--- src/rtl/vm_pkg.sv ---
// Shared vending-machine host definitions: command ops, FSM states, item count, coin values.
// change_sum() is only referenced when VM_HOST_CHANGE_SUM_EN is defined.
package vm_pkg;
  localparam int NUM_ITEMS = 6;

  localparam logic [1:0] OP_LOAD_PRICES = 2'd0;
  localparam logic [1:0] OP_COIN        = 2'd1;
  localparam logic [1:0] OP_BUY         = 2'd2;
  localparam logic [1:0] OP_REFUND      = 2'd3;

  typedef logic [2:0] state_t;
  localparam state_t S_IDLE    = 3'd0;
  localparam state_t S_PRICE   = 3'd1;
  localparam state_t S_COIN    = 3'd2;
  localparam state_t S_CMD     = 3'd3;
  localparam state_t S_WAIT    = 3'd4;
  localparam state_t S_COLLECT = 3'd5;
  localparam state_t S_RESP    = 3'd6;

  localparam logic [10:0] COIN_50 = 11'd50;
  localparam logic [10:0] COIN_20 = 11'd20;
  localparam logic [10:0] COIN_10 = 11'd10;
  localparam logic [10:0] COIN_5  = 11'd5;
  localparam logic [10:0] COIN_1  = 11'd1;

  // coins packs 4-bit counts: [3:0] 50s, [7:4] 20s, [11:8] 10s, [15:12] 5s, [19:16] 1s
  function automatic logic [10:0] change_sum(input logic [19:0] coins);
    return COIN_50 * {7'd0, coins[3:0]}   + COIN_20 * {7'd0, coins[7:4]} +
           COIN_10 * {7'd0, coins[11:8]}  + COIN_5  * {7'd0, coins[15:12]} +
           COIN_1  * {7'd0, coins[19:16]};
  endfunction
endpackage

--- src/rtl/vm_host_if.sv ---
// Host command, vending-machine command/response and host response signals of vm_host.
// slave = vm_host view, master = host/vending-machine environment view.
interface vm_host_if;
  logic        cmd_valid;
  logic        cmd_ready;
  logic [1:0]  cmd_op;
  logic [29:0] cmd_prices;
  logic [5:0]  cmd_coin;
  logic [2:0]  cmd_item;

  logic        in_price_valid;
  logic [4:0]  in_price;
  logic        in_coin_valid;
  logic [5:0]  in_coin;
  logic        in_refund_coin;
  logic [2:0]  in_buy_item;

  logic        out_valid;
  logic [3:0]  out_result;
  logic [5:0]  out_num;

  logic        rsp_valid;
  logic [3:0]  rsp_item;
  logic [19:0] rsp_coins;
  logic [35:0] rsp_nums;
  logic [10:0] rsp_change;
  logic        rsp_err;

  modport slave (
    input  cmd_valid, cmd_op, cmd_prices, cmd_coin, cmd_item,
    input  out_valid, out_result, out_num,
    output cmd_ready,
    output in_price_valid, in_price, in_coin_valid, in_coin, in_refund_coin, in_buy_item,
    output rsp_valid, rsp_item, rsp_coins, rsp_nums, rsp_change, rsp_err
  );

  modport master (
    output cmd_valid, cmd_op, cmd_prices, cmd_coin, cmd_item,
    output out_valid, out_result, out_num,
    input  cmd_ready,
    input  in_price_valid, in_price, in_coin_valid, in_coin, in_refund_coin, in_buy_item,
    input  rsp_valid, rsp_item, rsp_coins, rsp_nums, rsp_change, rsp_err
  );
endinterface

--- src/rtl/vm_host_collect.sv ---
// Vending-machine reply capture: timeout counter, beat counter and capture registers.
// cap_* present the registered captures merged with the beat arriving this cycle (no latency).
module vm_host_collect #(
  parameter int TIMEOUT = 16
) (
  input  logic        clk,
  input  logic        rst_n,
  input  logic        start,
  input  logic        in_wait,
  input  logic        in_coll,
  input  logic        out_valid,
  input  logic [3:0]  out_result,
  input  logic [5:0]  out_num,
  output logic        wait_hit,
  output logic        wait_tmo,
  output logic        coll_done,
  output logic        coll_drop,
  output logic [3:0]  cap_item,
  output logic [19:0] cap_coins,
  output logic [35:0] cap_nums
);
  import vm_pkg::*;

  localparam int TW = $clog2(TIMEOUT + 1);
  localparam logic [TW-1:0] TLAST = TW'(TIMEOUT - 1);

  logic [TW-1:0] tcnt;
  logic [2:0]    bcnt;
  logic [3:0]    item_q;
  logic [19:0]   coins_q;
  logic [35:0]   nums_q;
  logic          beat;

  assign beat      = in_coll && out_valid;
  assign wait_hit  = in_wait && out_valid;
  // tcnt is 1 on the first WAIT cycle, so it counts cycles since the buy/refund beat
  assign wait_tmo  = in_wait && !out_valid && (tcnt >= TLAST);
  assign coll_done = beat && (bcnt == 3'(NUM_ITEMS - 1));
  assign coll_drop = in_coll && !out_valid;

  always_comb begin
    cap_item  = item_q;
    cap_coins = coins_q;
    cap_nums  = nums_q;
    if (wait_hit) begin
      cap_item      = out_result;
      cap_nums[5:0] = out_num;
    end
    for (int k = 1; k < NUM_ITEMS; k++) begin
      if (beat && bcnt == 3'(k)) begin
        cap_coins[4*(k-1) +: 4] = out_result;
        cap_nums[6*k +: 6]      = out_num;
      end
    end
  end

  always_ff @(posedge clk or negedge rst_n) begin
    if (!rst_n) begin
      tcnt    <= '0;
      bcnt    <= '0;
      item_q  <= '0;
      coins_q <= '0;
      nums_q  <= '0;
    end else if (start) begin
      tcnt    <= TW'(1);
      bcnt    <= '0;
      item_q  <= '0;
      coins_q <= '0;
      nums_q  <= '0;
    end else begin
      item_q  <= cap_item;
      coins_q <= cap_coins;
      nums_q  <= cap_nums;
      if (in_wait) tcnt <= tcnt + 1'b1;
      if (wait_hit) bcnt <= 3'd1;
      else if (beat) bcnt <= bcnt + 3'd1;
    end
  end
endmodule

--- src/rtl/vm_host.sv ---
// vm_host: host command FSM driving a vending machine and returning its 6-beat reply; VM_HOST_CHANGE_SUM_EN adds rsp_change.
// Strobes 1 cycle after accept, rsp_valid 1 cycle after the last/failed beat; cmd_ready only while idle.
module vm_host #(
  parameter int TIMEOUT = 16
) (
  input logic      clk,
  input logic      rst_n,
  vm_host_if.slave bus
);
  import vm_pkg::*;

  state_t      state, state_nx;
  logic [29:0] prices_q;
  logic [2:0]  pidx;
  logic        accept;
  logic        wait_hit, wait_tmo, coll_done, coll_drop;
  logic [3:0]  cap_item;
  logic [19:0] cap_coins;
  logic [35:0] cap_nums;

  assign accept = bus.cmd_valid && bus.cmd_ready;

  vm_host_collect #(.TIMEOUT(TIMEOUT)) u_collect (
    .clk        (clk),
    .rst_n      (rst_n),
    .start      (state == S_CMD),
    .in_wait    (state == S_WAIT),
    .in_coll    (state == S_COLLECT),
    .out_valid  (bus.out_valid),
    .out_result (bus.out_result),
    .out_num    (bus.out_num),
    .wait_hit   (wait_hit),
    .wait_tmo   (wait_tmo),
    .coll_done  (coll_done),
    .coll_drop  (coll_drop),
    .cap_item   (cap_item),
    .cap_coins  (cap_coins),
    .cap_nums   (cap_nums)
  );

  always_comb begin
    state_nx = state;
    case (state)
      S_IDLE: begin
        if (accept) begin
          case (bus.cmd_op)
            OP_LOAD_PRICES: state_nx = S_PRICE;
            OP_COIN:        state_nx = S_COIN;
            default:        state_nx = S_CMD;
          endcase
        end
      end
      S_PRICE:   if (pidx == 3'(NUM_ITEMS - 1)) state_nx = S_IDLE;
      S_COIN:    state_nx = S_IDLE;
      S_CMD:     state_nx = S_WAIT;
      S_WAIT: begin
        if (wait_hit) state_nx = S_COLLECT;
        else if (wait_tmo) state_nx = S_RESP;
      end
      S_COLLECT: if (coll_done || coll_drop) state_nx = S_RESP;
      default:   state_nx = S_IDLE;
    endcase
  end

  always_ff @(posedge clk or negedge rst_n) begin
    if (!rst_n) begin
      state              <= S_IDLE;
      prices_q           <= '0;
      pidx               <= '0;
      bus.cmd_ready      <= 1'b0;
      bus.in_price_valid <= 1'b0;
      bus.in_price       <= '0;
      bus.in_coin_valid  <= 1'b0;
      bus.in_coin        <= '0;
      bus.in_refund_coin <= 1'b0;
      bus.in_buy_item    <= '0;
      bus.rsp_valid      <= 1'b0;
      bus.rsp_item       <= '0;
      bus.rsp_coins      <= '0;
      bus.rsp_nums       <= '0;
      bus.rsp_err        <= 1'b0;
    end else begin
      state              <= state_nx;
      bus.cmd_ready      <= (state_nx == S_IDLE);
      bus.in_price_valid <= 1'b0;
      bus.in_price       <= '0;
      bus.in_coin_valid  <= 1'b0;
      bus.in_coin        <= '0;
      bus.in_refund_coin <= 1'b0;
      bus.in_buy_item    <= '0;
      bus.rsp_valid      <= 1'b0;
      if (accept) begin
        prices_q <= bus.cmd_prices;
        pidx     <= '0;
        case (bus.cmd_op)
          OP_LOAD_PRICES: begin
            bus.in_price_valid <= 1'b1;
            bus.in_price       <= bus.cmd_prices[4:0];
          end
          OP_COIN: begin
            bus.in_coin_valid <= 1'b1;
            bus.in_coin       <= bus.cmd_coin;
          end
          OP_BUY:  bus.in_buy_item    <= bus.cmd_item;
          default: bus.in_refund_coin <= 1'b1;
        endcase
      end
      // prices_q shifts down one item per beat; [9:5] is always the next price
      if (state == S_PRICE && pidx != 3'(NUM_ITEMS - 1)) begin
        pidx               <= pidx + 3'd1;
        prices_q           <= {5'd0, prices_q[29:5]};
        bus.in_price_valid <= 1'b1;
        bus.in_price       <= prices_q[9:5];
      end
      if (state_nx == S_RESP) begin
        bus.rsp_valid <= 1'b1;
        bus.rsp_item  <= cap_item;
        bus.rsp_coins <= cap_coins;
        bus.rsp_nums  <= cap_nums;
        bus.rsp_err   <= wait_tmo | coll_drop;
      end
    end
  end

`ifdef VM_HOST_CHANGE_SUM_EN
  always_ff @(posedge clk or negedge rst_n) begin
    if (!rst_n) bus.rsp_change <= '0;
    else if (state_nx == S_RESP) bus.rsp_change <= change_sum(cap_coins);
  end
`else
  assign bus.rsp_change = '0;
`endif
endmodule

--- src/flat_wrapper.sv ---
// flat-port wrapper written by rule: the top's interface ports become plain ports
module vm_host_flat import vm_pkg::*;
#(
  parameter int TIMEOUT = 16
)
  (clk, rst_n, bus_cmd_valid, bus_cmd_op, bus_cmd_prices, bus_cmd_coin, bus_cmd_item, bus_out_valid, bus_out_result, bus_out_num, bus_cmd_ready, bus_in_price_valid, bus_in_price, bus_in_coin_valid, bus_in_coin, bus_in_refund_coin, bus_in_buy_item, bus_rsp_valid, bus_rsp_item, bus_rsp_coins, bus_rsp_nums, bus_rsp_change, bus_rsp_err);
  vm_host_if bus_i ();
  input logic clk;
  input logic rst_n;
  input wire logic [$bits(bus_i.cmd_valid)-1:0] bus_cmd_valid;
  input wire logic [$bits(bus_i.cmd_op)-1:0] bus_cmd_op;
  input wire logic [$bits(bus_i.cmd_prices)-1:0] bus_cmd_prices;
  input wire logic [$bits(bus_i.cmd_coin)-1:0] bus_cmd_coin;
  input wire logic [$bits(bus_i.cmd_item)-1:0] bus_cmd_item;
  input wire logic [$bits(bus_i.out_valid)-1:0] bus_out_valid;
  input wire logic [$bits(bus_i.out_result)-1:0] bus_out_result;
  input wire logic [$bits(bus_i.out_num)-1:0] bus_out_num;
  output wire logic [$bits(bus_i.cmd_ready)-1:0] bus_cmd_ready;
  output wire logic [$bits(bus_i.in_price_valid)-1:0] bus_in_price_valid;
  output wire logic [$bits(bus_i.in_price)-1:0] bus_in_price;
  output wire logic [$bits(bus_i.in_coin_valid)-1:0] bus_in_coin_valid;
  output wire logic [$bits(bus_i.in_coin)-1:0] bus_in_coin;
  output wire logic [$bits(bus_i.in_refund_coin)-1:0] bus_in_refund_coin;
  output wire logic [$bits(bus_i.in_buy_item)-1:0] bus_in_buy_item;
  output wire logic [$bits(bus_i.rsp_valid)-1:0] bus_rsp_valid;
  output wire logic [$bits(bus_i.rsp_item)-1:0] bus_rsp_item;
  output wire logic [$bits(bus_i.rsp_coins)-1:0] bus_rsp_coins;
  output wire logic [$bits(bus_i.rsp_nums)-1:0] bus_rsp_nums;
  output wire logic [$bits(bus_i.rsp_change)-1:0] bus_rsp_change;
  output wire logic [$bits(bus_i.rsp_err)-1:0] bus_rsp_err;
  assign bus_i.cmd_valid = bus_cmd_valid;
  assign bus_i.cmd_op = bus_cmd_op;
  assign bus_i.cmd_prices = bus_cmd_prices;
  assign bus_i.cmd_coin = bus_cmd_coin;
  assign bus_i.cmd_item = bus_cmd_item;
  assign bus_i.out_valid = bus_out_valid;
  assign bus_i.out_result = bus_out_result;
  assign bus_i.out_num = bus_out_num;
  assign bus_cmd_ready = bus_i.cmd_ready;
  assign bus_in_price_valid = bus_i.in_price_valid;
  assign bus_in_price = bus_i.in_price;
  assign bus_in_coin_valid = bus_i.in_coin_valid;
  assign bus_in_coin = bus_i.in_coin;
  assign bus_in_refund_coin = bus_i.in_refund_coin;
  assign bus_in_buy_item = bus_i.in_buy_item;
  assign bus_rsp_valid = bus_i.rsp_valid;
  assign bus_rsp_item = bus_i.rsp_item;
  assign bus_rsp_coins = bus_i.rsp_coins;
  assign bus_rsp_nums = bus_i.rsp_nums;
  assign bus_rsp_change = bus_i.rsp_change;
  assign bus_rsp_err = bus_i.rsp_err;
  vm_host #(.TIMEOUT(TIMEOUT)) u_core (.clk(clk), .rst_n(rst_n), .bus(bus_i));
endmodule
--- config.mk ---
export PLATFORM = sky130hd
export DESIGN_NAME = vm_host_flat
export DESIGN_NICKNAME = d
export VERILOG_FILES = /design/src/rtl/vm_pkg.sv /design/src/rtl/vm_host_if.sv /design/src/rtl/vm_host_collect.sv /design/src/rtl/vm_host.sv /design/src/flat_wrapper.sv
export SDC_FILE = /design/constraint.sdc
export NUM_CORES = 1
export LEC_CHECK = 0
export ABC_AREA = 1
export CAP_MARGIN = 40
export CELL_PAD_IN_SITES_DETAIL_PLACEMENT = 0
export CELL_PAD_IN_SITES_GLOBAL_PLACEMENT = 1
export CORE_UTILIZATION = 42
export CTS_CLUSTER_SIZE = 12
export DETAILED_ROUTE_END_ITERATION = 7
export HOLD_SLACK_MARGIN = 0.03
export MAX_ROUTING_LAYER = met4
export PLACE_DENSITY_LB_ADDON = 0.05
export SETUP_SLACK_MARGIN = 0.4
export SYNTH_ARGS = -nofsm -noshare
export SYNTH_HDL_FRONTEND = slang
export SYNTH_SLANG_ARGS = --single-unit
--- constraint.sdc ---
create_clock -name clk -period 2.9 [get_ports clk]
set_input_delay 0.435 -clock clk [delete_from_list [all_inputs] [get_ports clk]]
set_output_delay 0.435 -clock clk [all_outputs]
set_load 0.02 [all_outputs]
==> results.json <==
{
  "crit_arrival_ns": 2.41,
  "post-cts-setup-buffers": 0,
  "die_w_um": 137.5,
  "yosysUniqueCellTypes": 30,
  "final_util_pct": 54.57,
  "start_util_pct": 42.95,
  "tightest_slew_ns": 0.7286,
  "yosys.area.top_type_share_pct": 58.05,
  "gr-usage-met1_pct": 32.44,
  "skew_ns": 0.009537,
  "synth-seq-area-share_pct": 58.05,
  "die_area_mm2": 0.01892,
  "antenna_cells": 0,
  "crit_path_start_kind": "flip-flop",
  "setup-tns-final_ns": 0,
  "die_y_um": 137.5,
  "row_count": 49,
  "finalCritPeriodShare_pct": 72.54,
  "dp.cells": 1228,
  "grt_pass1_vias": 6048,
  "rr_startpoint": "u_core.u_collect.tcnt[0]$_DFFE_PN0P_",
  "grtUsageMet2_pct": 33.84,
  "slew_viol_final": 0,
  "whs_endpoint": "u_core.prices_q[28]$_DFFE_PN0P_",
  "grt_pass1_wl_mm": 31.81,
  "grt_busiest_layer": "met2",
  "drtIter0Drc": 355,
  "gp_congestion": 0.7228,
  "numCtsBuffers": 17,
  "core_area_mm2": 0.01796,
  "numPortBuffers": 134,
  "multi_input_comb_area_mm2": 0.002830,
  "wl_per_cell_um": 15.46,
  "finalHoldViolations": 0,
  "syn_area_per_cell_um2": 8.650,
  "layout-drive-gt1-share_pct": 5.911,
  "track_usage_pct": 22.69,
  "cts_resized": 0,
  "viasPerCell": 4.952,
  "maxCapViolCount": 0,
  "wl_mm": 19.49,
  "cp.required_ns": 3.21,
  "ant_nets": 0,
  "synth_edf_count": 0,
  "dr.pass1.iters": 4,
  "r2r-end": "u_core.bus.rsp_nums[16]$_DFFE_PN0N_",
  "synth-main-ff-cell": "dfrtp_1",
  "vdd_ir_drop_max_v": 0.0004287,
  "register_area_mm2": 0.004479,
  "synthArstFlopShare_pct": 100.0,
  "end_kind": "flip-flop",
  "r2r_cells": 10,
  "power.density_mw_per_mm2": 808.2,
  "min_period_ns": 2.104,
  "antenna_found_initial": 0,
  "syn_area_mm2": 0.007716,
  "finalSetupViolCount": 0,
  "area_growth_pct": 27.05,
  "htreeDepth": 4,
  "p_leak_nw": 5.100,
  "fmaxAchievable_mhz": 475.4,
  "run_status": "completed",
  "hp-class": "flip-flop to flip-flop",
  "synthCells": 892,
  "yosysWarnings": 0,
  "dp_hpwl_mm": 12.59,
  "hp-start": "u_core.prices_q[28]$_DFFE_PN0P_",
  "synth_seq_cells": 179,
  "slew_headroom_pct": 51.42,
  "cts_tree": "yes",
  "hold_buffers": 1,
  "holdPathStages": 2,
  "power_mw": 7.923,
  "cts.sinks": 179,
  "pin_count": 146,
  "path_max_fanout": 62,
  "r2r_setup_slack_ns": 0.80,
  "grt_max_degree": 63,
  "path_class": "flip-flop to flip-flop",
  "num_vias": 6245,
  "fin_cells": 1261,
  "clock_latency_ns": 0.43,
  "nets": 1083,
  "clockRootBuffer": "clkbuf_16",
  "overflow": 0,
  "rsz0062_at_grt": "no",
  "synthTopCellsByArea": "dfrtp_1 (58%), nand2_1 (18%), nand3_1 (7.5%), a21oi_1 (4.0%), inv_1 (2.0%)",
  "gr-usage-met3_pct": 3.017,
  "drc": 0,
  "synth_largest_area_cell": "dfrtp_1",
  "clkTransAtPathRegs_ns": 0.06,
  "clockBufferDepth": 2,
  "fill_cells": 1737
}
power breakdown:
group	internal, mW	total [mW]	switching [mW]
Sequential	3.08	3.38	0.299
Clock	1.25	2.21	0.957
Combinational	0.898	2.34	1.44
Total	5.23	7.92	2.70
synthesized netlist by cell type (2+ instances only):
cell type / n
inv_2: 3
o22ai_1: 3
a21boi_0: 2
clkbuf_1: 6
inv_1: 41
nand2_4: 2
nand4_1: 5
dfrtp_1: 179
buf_4: 18
o21ai_0: 11
buf_2: 25
nand2_2: 7
nand2_1: 360
nand3_1: 115
o211ai_1: 5
a21boi_1: 3
ha_1: 9
a21oi_1: 61
nor2_2: 4
nor2_1: 23
registers in the layout (all words and copies together), names as in the netlist, 5 cells and up:
name	flops
u_core.u_collect.tcnt	5
u_core.prices_q	25
u_core.u_collect.nums_q	36
u_core.bus.rsp_nums	36
u_core.bus.in_price	5
u_core.bus.rsp_coins	20
u_core.u_collect.coins_q	20
u_core.bus.in_coin	6
layout by cell type (no fill, tap or decap), drive strengths merged:
master / netlist / final
nand2: 369 / 369
dfrtp: 179 / 179
clkdlybuf4s50: 0 / 133
nand3: 116 / 116
a21oi: 61 / 61
inv: 44 / 45
nor2: 28 / 28
clkbuf: 6 / 24
buf: 43 / 13
o21ai: 12 / 12
conb: 1 / 11
ha: 9 / 9
nand4: 6 / 6
o211ai: 5 / 5
a21boi: 5 / 5
clkinv: 1 / 4
o22ai: 3 / 3
clkinvlp: 0 / 3
nor3: 1 / 1
o31ai: 1 / 1
xnor2: 1 / 1
a31oi: 1 / 1
bufinv: 0 / 1
dlygate4sd3: 0 / 1
worst max-delay path, cell delays in order, from the launching register on:
cell and delay (ns):
dfrtp_1 0.42, ha_1 0.26, nand2_1 0.07, nor2_1 0.06, ha_1 0.17, nor2_1 0.12, nand2_1 0.08, nand2_2 0.09
nand2_4 0.38, nand2_1 0.22, nand2_1 0.07
cell families after synthesis:
| family | Yosys count | synth area share, % |
|---|---|---|
| AND/OR/NAND/NOR | 520 | 28.30 |
| other | 1 | 0.04860 |
| adder cells (fa/ha/maj) | 9 | 1.459 |
| flip-flops | 179 | 58.05 |
| buffers and inverters | 94 | 5.854 |
| XOR/XNOR | 1 | 0.1135 |
| AO/OA/AOI/OAI | 88 | 6.178 |
final cells by class:
type	count	area share, %
timing repair buffer	147	15.10
clock inverter	8	0.7786
tap	229	2.923
clock buffer	24	4.914
sequential	179	45.69
multi-input combinational	629	28.87
inverter	45	1.723
metrics by stage:
stage                     hold slack [ns]  instance area [um^2]  setup slack, ns
after floorplan                    0.1394                  7754            1.302
after global placement             0.4152                  9235           0.6508
after detailed placement           0.4072                  9235           0.6180
after CTS                          0.4796                  9803           0.8049
after global routing               0.5116                  9803           0.5380
final                              0.4777                  9803           0.7963
worst max-delay path by stage:
stage / start / end / slack, ns / cells after the start
after floorplan: u_core.u_collect.tcnt[0]$_DFFE_PN0P_ / u_core.bus.rsp_nums[17]$_DFFE_PN0N_ / 1.30 / 11
after global routing: u_core.u_collect.tcnt[0]$_DFFE_PN0P_ / u_core.bus.rsp_nums[14]$_DFFE_PN0N_ / 0.54 / 10
final: u_core.u_collect.tcnt[0]$_DFFE_PN0P_ / u_core.bus.rsp_nums[16]$_DFFE_PN0N_ / 0.80 / 10
after CTS: u_core.u_collect.tcnt[0]$_DFFE_PN0P_ / u_core.bus.rsp_coins[1]$_DFFE_PN0N_ / 0.80 / 10
after detailed placement: bus_out_valid / u_core.bus.rsp_nums[16]$_DFFE_PN0N_ / 0.62 / 7
after global placement: bus_out_valid / u_core.bus.rsp_nums[17]$_DFFE_PN0N_ / 0.65 / 7
routing by layer:
metal,up-vias,part of all wire (%)
met5,-,0
met4,0,0.95
met3,17,3.9
met2,119,46
met1,3025,50
li1,3084,-
Power figures use the tool's default switching activity.
